===== src/rtl/cnn_pkg.sv =====
// Shared FP32 helpers for the CNN datapath blocks: element width, the
// order-preserving sort key used for float compares, and the +0.0 pattern.
package cnn_pkg;

  localparam int FP32_W = 32;

  localparam logic [FP32_W-1:0] FP_POS_ZERO = '0;

  // Maps an FP32 pattern to an unsigned key whose integer order matches the
  // float order (-inf lowest, -0.0 just below +0.0).
  function automatic logic [FP32_W-1:0] fp_key(input logic [FP32_W-1:0] x);
    return x[FP32_W-1] ? ~x : {1'b1, x[FP32_W-2:0]};
  endfunction

endpackage


===== src/rtl/fp_max.sv =====
// Combinational FP32 maximum; on equal keys the first operand is returned.
module fp_max
  import cnn_pkg::*;
#(
  parameter int DATA_WIDTH = FP32_W
) (
  input  logic [DATA_WIDTH-1:0] a,
  input  logic [DATA_WIDTH-1:0] b,
  output logic [DATA_WIDTH-1:0] max_val
);

  assign max_val = (fp_key(b) > fp_key(a)) ? b : a;

endmodule


===== src/rtl/max_pooling_2x2.sv =====
// Streaming 2x2/stride-2 FP32 max pooling over raster-ordered feature maps.
// Optional build macro MAX_POOLING_RELU_EN fuses a ReLU after pooling.
module max_pooling_2x2
  import cnn_pkg::*;
#(
  parameter int DATA_WIDTH = FP32_W,
  parameter int INPUT      = 30,
  parameter int DEPTH      = 1
) (
  input  logic                  clk,
  input  logic                  rst_i,
  input  logic                  valid_i,
  input  logic [DATA_WIDTH-1:0] data_i,
  output logic                  ready_o,
  output logic                  valid_o,
  output logic [DATA_WIDTH-1:0] data_o,
  input  logic                  ready_i,
  output logic                  frame_done_o
);

  localparam int HALF  = INPUT / 2;
  localparam int COL_W = (INPUT > 1) ? $clog2(INPUT) : 1;
  localparam int CH_W  = (DEPTH > 1) ? $clog2(DEPTH) : 1;
  localparam int LB_W  = (HALF > 1) ? $clog2(HALF) : 1;

  logic [COL_W-1:0]      col_p0;
  logic [COL_W-1:0]      row_p0;
  logic [CH_W-1:0]       ch_p0;
  logic [DATA_WIDTH-1:0] hold_p0;
  logic [DATA_WIDTH-1:0] linebuf_p0 [HALF];

  logic [DATA_WIDTH-1:0] out_data_p1;
  logic                  vld_p1;
  logic                  last_p1;

  logic                  accept;
  logic                  load;
  logic                  last_col;
  logic                  last_row;
  logic                  last_ch;
  logic [LB_W-1:0]       lb_idx;
  logic [DATA_WIDTH-1:0] cmp_a;
  logic [DATA_WIDTH-1:0] cmp_max;

  function automatic logic [DATA_WIDTH-1:0] relu(input logic [DATA_WIDTH-1:0] x);
`ifdef MAX_POOLING_RELU_EN
    return x[DATA_WIDTH-1] ? DATA_WIDTH'(FP_POS_ZERO) : x;
`else
    return x;
`endif
  endfunction

  assign ready_o      = !vld_p1 || ready_i;
  assign accept       = valid_i && ready_o;
  assign load         = accept && row_p0[0] && col_p0[0];
  assign last_col     = (col_p0 == COL_W'(INPUT - 1));
  assign last_row     = (row_p0 == COL_W'(INPUT - 1));
  assign last_ch      = (ch_p0 == CH_W'(DEPTH - 1));
  assign lb_idx       = LB_W'(col_p0 >> 1);

  // Only the odd-row/even-col case compares against the line buffer.
  assign cmp_a = (row_p0[0] && !col_p0[0]) ? linebuf_p0[lb_idx] : hold_p0;

  fp_max #(
    .DATA_WIDTH(DATA_WIDTH)
  ) u_fp_max (
    .a      (cmp_a),
    .b      (data_i),
    .max_val(cmp_max)
  );

  // p0: raster position counters and window accumulation
  always_ff @(posedge clk) begin
    if (rst_i) begin
      col_p0  <= '0;
      row_p0  <= '0;
      ch_p0   <= '0;
      hold_p0 <= '0;
    end else if (accept) begin
      if (!col_p0[0]) hold_p0 <= row_p0[0] ? cmp_max : data_i;
      if (last_col) begin
        col_p0 <= '0;
        if (last_row) begin
          row_p0 <= '0;
          ch_p0  <= last_ch ? '0 : ch_p0 + CH_W'(1);
        end else begin
          row_p0 <= row_p0 + COL_W'(1);
        end
      end else begin
        col_p0 <= col_p0 + COL_W'(1);
      end
    end
  end

  always_ff @(posedge clk) begin
    if (accept && !row_p0[0] && col_p0[0]) linebuf_p0[lb_idx] <= cmp_max;
  end

  // p1: output register with valid/ready hold
  always_ff @(posedge clk) begin
    if (rst_i) begin
      out_data_p1 <= '0;
      vld_p1      <= 1'b0;
      last_p1     <= 1'b0;
    end else if (load) begin
      out_data_p1 <= relu(cmp_max);
      vld_p1      <= 1'b1;
      last_p1     <= last_col && last_row && last_ch;
    end else if (vld_p1 && ready_i) begin
      vld_p1      <= 1'b0;
      last_p1     <= 1'b0;
    end
  end

  assign valid_o      = vld_p1;
  assign data_o       = out_data_p1;
  assign frame_done_o = vld_p1 && ready_i && last_p1;

endmodule


===== config.mk =====
export PLATFORM = sky130hd
export DESIGN_NAME = max_pooling_2x2
export DESIGN_NICKNAME = d
export VERILOG_FILES = /design/src/rtl/cnn_pkg.sv /design/src/rtl/fp_max.sv /design/src/rtl/max_pooling_2x2.sv
export SDC_FILE = /design/constraint.sdc
export NUM_CORES = 1
export LEC_CHECK = 0
export CAP_MARGIN = 20
export CORE_ASPECT_RATIO = 1.2
export CORE_MARGIN = 4
export CORE_UTILIZATION = 45
export DETAILED_ROUTE_END_ITERATION = 7
export PLACE_DENSITY = 0.69
export REMOVE_ABC_BUFFERS = 1
export SLEW_MARGIN = 30
export SYNTH_ARGS = -nofsm -noshare
export SYNTH_HDL_FRONTEND = slang
export SYNTH_SLANG_ARGS = --single-unit

===== constraint.sdc =====
create_clock -name clk -period 7.9 [get_ports clk]
set_input_delay 1.58 -clock clk [delete_from_list [all_inputs] [get_ports clk]]
set_output_delay 1.58 -clock clk [all_outputs]
set_load 0.05 [all_outputs]

==> results of run 1 <==
[sequential cells by signal (all words and copies together), names as in the netlist, named ones only]
name,flops
data_o,32
linebuf_p0,480
valid_o,1
hold_p0,32
last_p1,1
col_p0,5
row_p0,5
[how the worst max path moves through the flow]
stage                    from                 end  slack (ns)  depth (start not counted)
global route        col_p0[0]  linebuf_p0[11][31]        1.68                         12
CTS                 col_p0[0]   linebuf_p0[1][16]        1.96                         12
detailed placement  col_p0[0]    linebuf_p0[4][4]        2.01                         12
finish              col_p0[0]   linebuf_p0[1][16]        1.97                         12
floorplan                flop           data_o[0]       -1.85                         12
global placement    col_p0[0]   linebuf_p0[8][31]        1.71                         12
[cells in the final DEF (no fill, tap or decap), drive strengths merged, types with 3 or more instances in the layout]
cell           instances
nor2b                  5
a21oi                 77
a31oi                 20
mux2                  34
a2bb2oi               17
a311o                 18
nand4                  8
a22oi                 19
clkbuf                64
o22ai                 14
inv                    7
xnor2                 31
o21ai                 35
xor2                  34
and4                   4
clkinv                20
buf                   43
mux4                  46
or2                    3
a311oi                14
nand2b                 5
edfxtp               480
a21o                   3
nand3b                19
nor2                  94
o211ai                39
bufinv                 6
mux2i                132
ha                    36
nor3                  27
o41ai                 14
clkinvlp               3
nand3                 57
dfxtp                 80
clkdlybuf4s50         68
o221ai                14
nand2                152
[power by group through the flow]
stage	registers, µW	logic [µW]	clock network, µW
5_1_grt	3380	685	2610
3_3_place_gp	3440	585	0
2_1_floorplan	3450	399	0
3_5_place_dp	3440	620	0
4_1_cts	3380	623	2500
6_report	3380	626	2470
[per-stage QoR]
stage,area (µm²),setup WS (ns),util
finish,27400,1.97,0.518
floorplan,23700,-1.85,-
CTS,27400,1.96,0.518
global route,27400,1.68,0.518
global placement,25700,1.71,0.486
detailed placement,25800,2.01,0.486
[routing by layer]
metal,vias up,part of all wire,track usage
li1,6620,-,-
met4,0,0.032,0.0671
met5,-,0,0
met3,138,0.071,0.0309
met1,7736,0.41,0.297
met2,694,0.49,0.361
[cell type report]
| class | count | share of cell area |
|---|---|---|
| multi-input cells | 1000 | 0.284 |
| flip-flops and latches | 560 | 0.584 |
| clock inverters | 32 | 0.0117 |
| clock buffers | 64 | 0.0490 |
| inverters | 4 | 0.000547 |
| repair buffers | 111 | 0.0378 |
| well taps | 705 | 0.0322 |
[cell usage after synthesis (34+ instances only)]
master,n
sky130_fd_sc_hd__nand2_1,152
sky130_fd_sc_hd__mux4_2,46
sky130_fd_sc_hd__ha_1,36
sky130_fd_sc_hd__xor2_1,34
sky130_fd_sc_hd__mux2i_1,132
sky130_fd_sc_hd__o21ai_0,34
sky130_fd_sc_hd__a21oi_1,77
sky130_fd_sc_hd__mux2_2,34
sky130_fd_sc_hd__dfxtp_1,80
sky130_fd_sc_hd__buf_2,37
sky130_fd_sc_hd__clkbuf_1,60
sky130_fd_sc_hd__nand3_1,57
sky130_fd_sc_hd__nor2_1,91
sky130_fd_sc_hd__edfxtp_1,480
sky130_fd_sc_hd__o211ai_1,38
[critical path, delay by kind of cell (launching register included)]
family          cells  cell delay (ns)
compound gates      2             0.64
xor+xnor            1             0.16
fa+ha+maj           1             0.32
buf+inv             1             0.50
flops               1             0.43
mux                 1             0.53
simple gates        6             3.00
[kinds of logic (layout without fill, tap and decap cells)]
group	Yosys count	count (layout)
DFF	560	560
and+or+nand+nor	388	388
xor gates and xnor gates	65	65
adders and majority gates	36	36
buffers and inverters	124	211
muxes	212	212
AOI/OAI and AO/OA	299	299
==> impl_metrics.tcl, run 1 <==
set metrics [dict create \
    status "finished clean" \
    synthesis.area_mm2 0.0243 \
    core_mm2 0.0530 \
    gp_congestion 0.857 \
    clkSlewWorstSetupHoldPaths_ns 0.06 \
    synth_xor_area_frac 0.0235 \
    cts_resized 0 \
    ys.warnings.count 0 \
    hold_path_end "data_o[22]" \
    gr-usage-all-layers 0.217 \
    worst-endpoint-arrival_ns 6.21 \
    vias 15188 \
    hpwl_mm 37.0 \
    max_slew_margin 0.377 \
    worstPathMaxFanout 47 \
    first_pass_iters 5 \
    finalHoldWorstSlack_ns 0.524 \
    areaGrowthSynthToFinish_pct 13.0 \
    hold-path-cell-count 2 \
    layout-drive-gt1-share 0.136 \
    critical-path-max-stage-delay_ns 0.78 \
    floorplan.initialDensity 0.458 \
    slew_violations 0 \
    cts_tree "done" \
    share_of_power_burned_in_registers 0.522 \
    post-route-min-period_ns 5.93 \
    seq_area_frac_synth 0.660 \
    wirelength_mm 63.9 \
    route.detailed.wl_per_inst_um 25.8 \
    cell_internal_power_dissipation_uw 4970 \
    synth_compound_gate_area_share 0.0856 \
    netlist.top_cell.by_area "sky130_fd_sc_hd__edfxtp_1" \
    first_global_vias 14802 \
    antenna_cells_inserted 0 \
    synth_largest_type_area_fraction 0.594 \
    dieHeight_um 262 \
    holdBufCountCts 0 \
    multi_input_gate_area_in_the_final_layout_mm2 0.00780 \
    finalHoldViolations 0 \
    die_area_mm2 0.0577 \
    clockRootBuffer "sky130_fd_sc_hd__clkbuf_16" \
    h-tree-depth 2 \
    synth_enable_flop_cells 480 \
    worst_clock_skew_ns 0.0259 \
    timing.critical_path.cells "and3b_1 > nand2_2 > o211ai_4 > buf_4 > xnor2_1 > ha_1 > nand4_1 > nor4_2 > or3b_4 > o21a_4 > nor2_8 > mux2_2" \
    io_pins 71 \
    worst_setup_path_start_kind "flop" \
    post_route_total_power_uw 6470 \
    sw_frac_of_total 0.232 \
    actual_slew_at_the_worst_max_slew_pin_ns 0.931 \
    path_class "flop to flop" \
    overflow 0 \
    route.detailed.drc 0 \
    die_w_um 220 \
    leakagePower_uw 0.00875 \
    number_of_endpoints_failing_setup_at_the_final_stage 0 \
    critical_path.reg2reg.startpoint "col_p0[0]" \
    synth_flop_cell "sky130_fd_sc_hd__edfxtp_1" \
    dr.first_iter.drc_count 1537 \
    fillerInstances 4372 \
    postSynthCellCount 1684 \
    number_of_antenna_violations_at_the_first_check_in_global_routing 0 \
    cts_buffers 51 \
    fin_cells 2476 \
    port-buffer-count 70 \
    power_density_over_the_cells_mw_per_mm2 236 \
    layout_worst_path_cycle_share 0.750 \
    synthAdderAreaFrac 0.0186 \
    max_cap_violations 0 \
    power.ir.vdd_worst_uv 142 \
    pwr-share-comb 0.097 \
    num_rows 92 \
    highest_delay_cell_along_the_critical_path "sky130_fd_sc_hd__and3b_1" \
    timing.fmax_ghz 0.169 \
    largest_buffer_count_on_any_clock_path 3 \
    hp-class "flop to flop" \
    route.detailed.vias_per_inst 6.13 \
    net-switching-power_uw 1500 \
    dp.cells 2380 \
    clock_sinks 560 \
    synth.top_cells.by_area "sky130_fd_sc_hd__edfxtp_1 (59%), sky130_fd_sc_hd__dfxtp_1 (6.6%), sky130_fd_sc_hd__mux2i_1 (5.4%)" \
    synth.ff_latch_count 560 \
    reg2reg_setup_slack_ns 1.97 \
    synth_top_family_by_area "multiplexers" \
    rsz0062_at_grt "false" \
    endpoint_kind "flop" \
    syn_avg_cell_area_um2 14.4 \
    clock_power_share 0.382 \
    clk-insertion-delay-late_ns 0.58 \
    post-cts-setup-buffer-count 0 \
    min-delay-start "data_o[22]" \
    finalSetupTns_ns 0 \
    netlist-cell-type-count 67 \
    grt_first_pass_wirelength_mm 94.8 \
    reg2reg_depth 12 \
    synth_mux_area_frac 0.113 \
    ff_latch_area_mm2 0.0160 \
    layout.nets 1800 \
    synth_simple_gate_area_frac 0.0749 \
    detail-route-antenna-nets 0 \
    worst-endpoint-required_ns 8.18 \
    synthArstFlopShare 0 \
    grt_start_max_net_pins 63 \
    worstReg2RegEnd "linebuf_p0[1][16]" \
]
(Power assumes the default switching activity.)
==> run 2: changes to the inputs <==
==> constraint.sdc (replaced) <==
create_clock -name clk -period 5.46 [get_ports clk]
set_input_delay 1.092 -clock clk [delete_from_list [all_inputs] [get_ports clk]]
set_output_delay 1.092 -clock clk [all_outputs]
set_load 0.05 [all_outputs]
==> run 2 against run 1 <==
Against the previous run: sequential cell count is the same; hold slack lost 0.041 ns; die area is the same; combinational power grew 53%; core utilization grew 0.84 points; cell count grew 1.4%; sequential power grew 44%; clock-buffer cell count grew 10; worst setup slack lost 1.6 ns; register-to-register slack lost 1.6 ns; clock skew is essentially flat; critical path type unchanged; critical endpoint is now linebuf_p0[3][18].
==> impl_metrics.tcl, run 2 (same netlist as run 1, synthesis figures left out) <==
set metrics [dict create \
    worst-endpoint-required_ns 5.75 \
    status "finished clean" \
    path_class "flop to flop" \
    post_route_total_power_uw 9470 \
    pwr-share-comb 0.101 \
    wirelength_mm 65.9 \
    power_density_over_the_cells_mw_per_mm2 340 \
    layout-drive-gt1-share 0.153 \
    vias 15319 \
    areaGrowthSynthToFinish_pct 14.9 \
    reg2reg_depth 13 \
    post-cts-setup-buffer-count 0 \
    max_cap_violations 0 \
    largest_register_ffs 480 \
    num_rows 92 \
    h-tree-depth 2 \
    max_slew_margin 0.307 \
    route.detailed.vias_per_inst 6.10 \
    final_design_area_no_fill_mm2 0.0279 \
    port-buffer-count 70 \
    post-route-min-period_ns 5.14 \
    finalHoldViolations 0 \
    cts_tree "done" \
    finalHoldWorstSlack_ns 0.482 \
    grt_start_max_net_pins 46 \
    layout.core_utilization 0.526 \
    detail-route-antenna-nets 0 \
    hp-class "flop to flop" \
    clock_power_share 0.383 \
    layout_worst_path_cycle_share 0.941 \
    overflow 0 \
    number_of_antenna_violations_at_the_first_check_in_global_routing 0 \
    layout_commonest_cell "sky130_fd_sc_hd__edfxtp_1" \
    core_mm2 0.0530 \
    endpoint_kind "flop" \
    clkSlewWorstSetupHoldPaths_ns 0.06 \
    actual_slew_at_the_worst_max_slew_pin_ns 1.04 \
    placedInstanceArea_mm2 0.0262 \
    leakagePower_uw 0.00900 \
    worstPathMaxFanout 38 \
    cts_buffers 51 \
    sw_frac_of_total 0.234 \
    clk-insertion-delay-late_ns 0.60 \
    clock_sinks 560 \
    hpwl_mm 39.5 \
    finalSetupTns_ns 0 \
    largest_buffer_count_on_any_clock_path 3 \
    route.detailed.drc 0 \
    die_area_mm2 0.0577 \
    share_of_power_burned_in_registers 0.516 \
    layout.nets 1835 \
    grt_first_pass_wirelength_mm 97.2 \
    clockRootBuffer "sky130_fd_sc_hd__clkbuf_16" \
    largest_register "linebuf_p0" \
    hold-path-cell-count 2 \
    mostFrequentLayoutCells "sky130_fd_sc_hd__edfxtp_1 (480), sky130_fd_sc_hd__nand2_1 (152), sky130_fd_sc_hd__mux2i_1 (132), sky130_fd_sc_hd__nor2_1 (79)" \
    slew_violations 0 \
    gp_congestion 0.909 \
    power.ir.vdd_worst_uv 225 \
    dr.first_iter.drc_count 1624 \
    first_pass_iters 5 \
    gr-usage-all-layers 0.224 \
    route.detailed.wl_per_inst_um 26.3 \
    timing.fmax_ghz 0.195 \
    rsz0062_at_grt "false" \
    cell_internal_power_dissipation_uw 7260 \
    first_global_vias 15248 \
    die_w_um 220 \
    floorplan.initialDensity 0.458 \
    io_pins 71 \
    holdBufCountCts 0 \
    worst_setup_path_start_kind "flop" \
    number_of_endpoints_failing_setup_at_the_final_stage 0 \
    antenna_cells_inserted 0 \
    dieHeight_um 262 \
    cts_resized 0 \
    worst_clock_skew_ns 0.0262 \
    worst-endpoint-arrival_ns 5.43 \
    net-switching-power_uw 2210 \
]
run 2: cell count changes in the layout (fill, tap and decap cells not counted), moves of 3 or more:
cell                         previous run  this run
sky130_fd_sc_hd__inv_6                  3         0
sky130_fd_sc_hd__buf_12                 1        11
sky130_fd_sc_hd__clkinvlp_4             3         0
sky130_fd_sc_hd__clkbuf_8               2        11
sky130_fd_sc_hd__buf_4                 39        62
sky130_fd_sc_hd__clkinv_1              10         6
run 2: layer usage:
layer | up-vias | GRT usage | share of wire
li1 | 6699 | - | -
met5 | - | 0 | 0
met4 | 0 | 0.0771 | 0.035
met1 | 7676 | 0.298 | 0.39
met3 | 171 | 0.0331 | 0.082
met2 | 773 | 0.378 | 0.50
run 2: worst max-delay path: stages (launching register included):
cell and delay, ns:
sky130_fd_sc_hd__dfxtp_4 0.78, sky130_fd_sc_hd__buf_4 0.51, sky130_fd_sc_hd__mux4_2 0.30, sky130_fd_sc_hd__o22ai_1 0.07, sky130_fd_sc_hd__nor3_1 0.45, sky130_fd_sc_hd__xnor2_1 0.16
sky130_fd_sc_hd__ha_1 0.32, sky130_fd_sc_hd__nand4_2 0.15, sky130_fd_sc_hd__nor4_2 0.44, sky130_fd_sc_hd__or3b_4 0.46, sky130_fd_sc_hd__o21a_4 0.19, sky130_fd_sc_hd__nor2_8 0.22
sky130_fd_sc_hd__buf_12 0.23, sky130_fd_sc_hd__mux2_2 0.48
run 2: cell type report:
cell class	instances	area (µm²)
clock inverters	21	235
clock buffers	74	1470
repair buffers	146	1430
fillers	4318	25100
multi-input cells	1000	7810
inverters	4	15.0
flip-flops and latches	560	16000
well taps	705	882
run 2: stage by stage:
step,instances,setup slack (ns)
final,2510,0.324
after global routing,2510,0.0217
after CTS,2510,0.264
after detailed placement,2415,0.289
after global placement,2412,0.264
after floorplan,1564,-4.29
run 2: final timing paths:
kind                            startpoint                end  slack [ns]
worst min-delay path            data_o[24]         data_o[24]        0.48
worst min register to register  data_o[24]         data_o[24]        0.48
worst max register to register        flop  linebuf_p0[3][18]        0.32
worst max-delay path                  flop  linebuf_p0[3][18]        0.32
run 2: power by group through the flow:
stage / combinational (µW) / sequential, µW / clock [µW]
3_3_place_gp: 897 / 4970 / 0
2_1_floorplan: 577 / 5000 / 0
6_report: 959 / 4880 / 3620
5_1_grt: 1040 / 4890 / 3840
4_1_cts: 952 / 4880 / 3670
3_5_place_dp: 946 / 4980 / 0
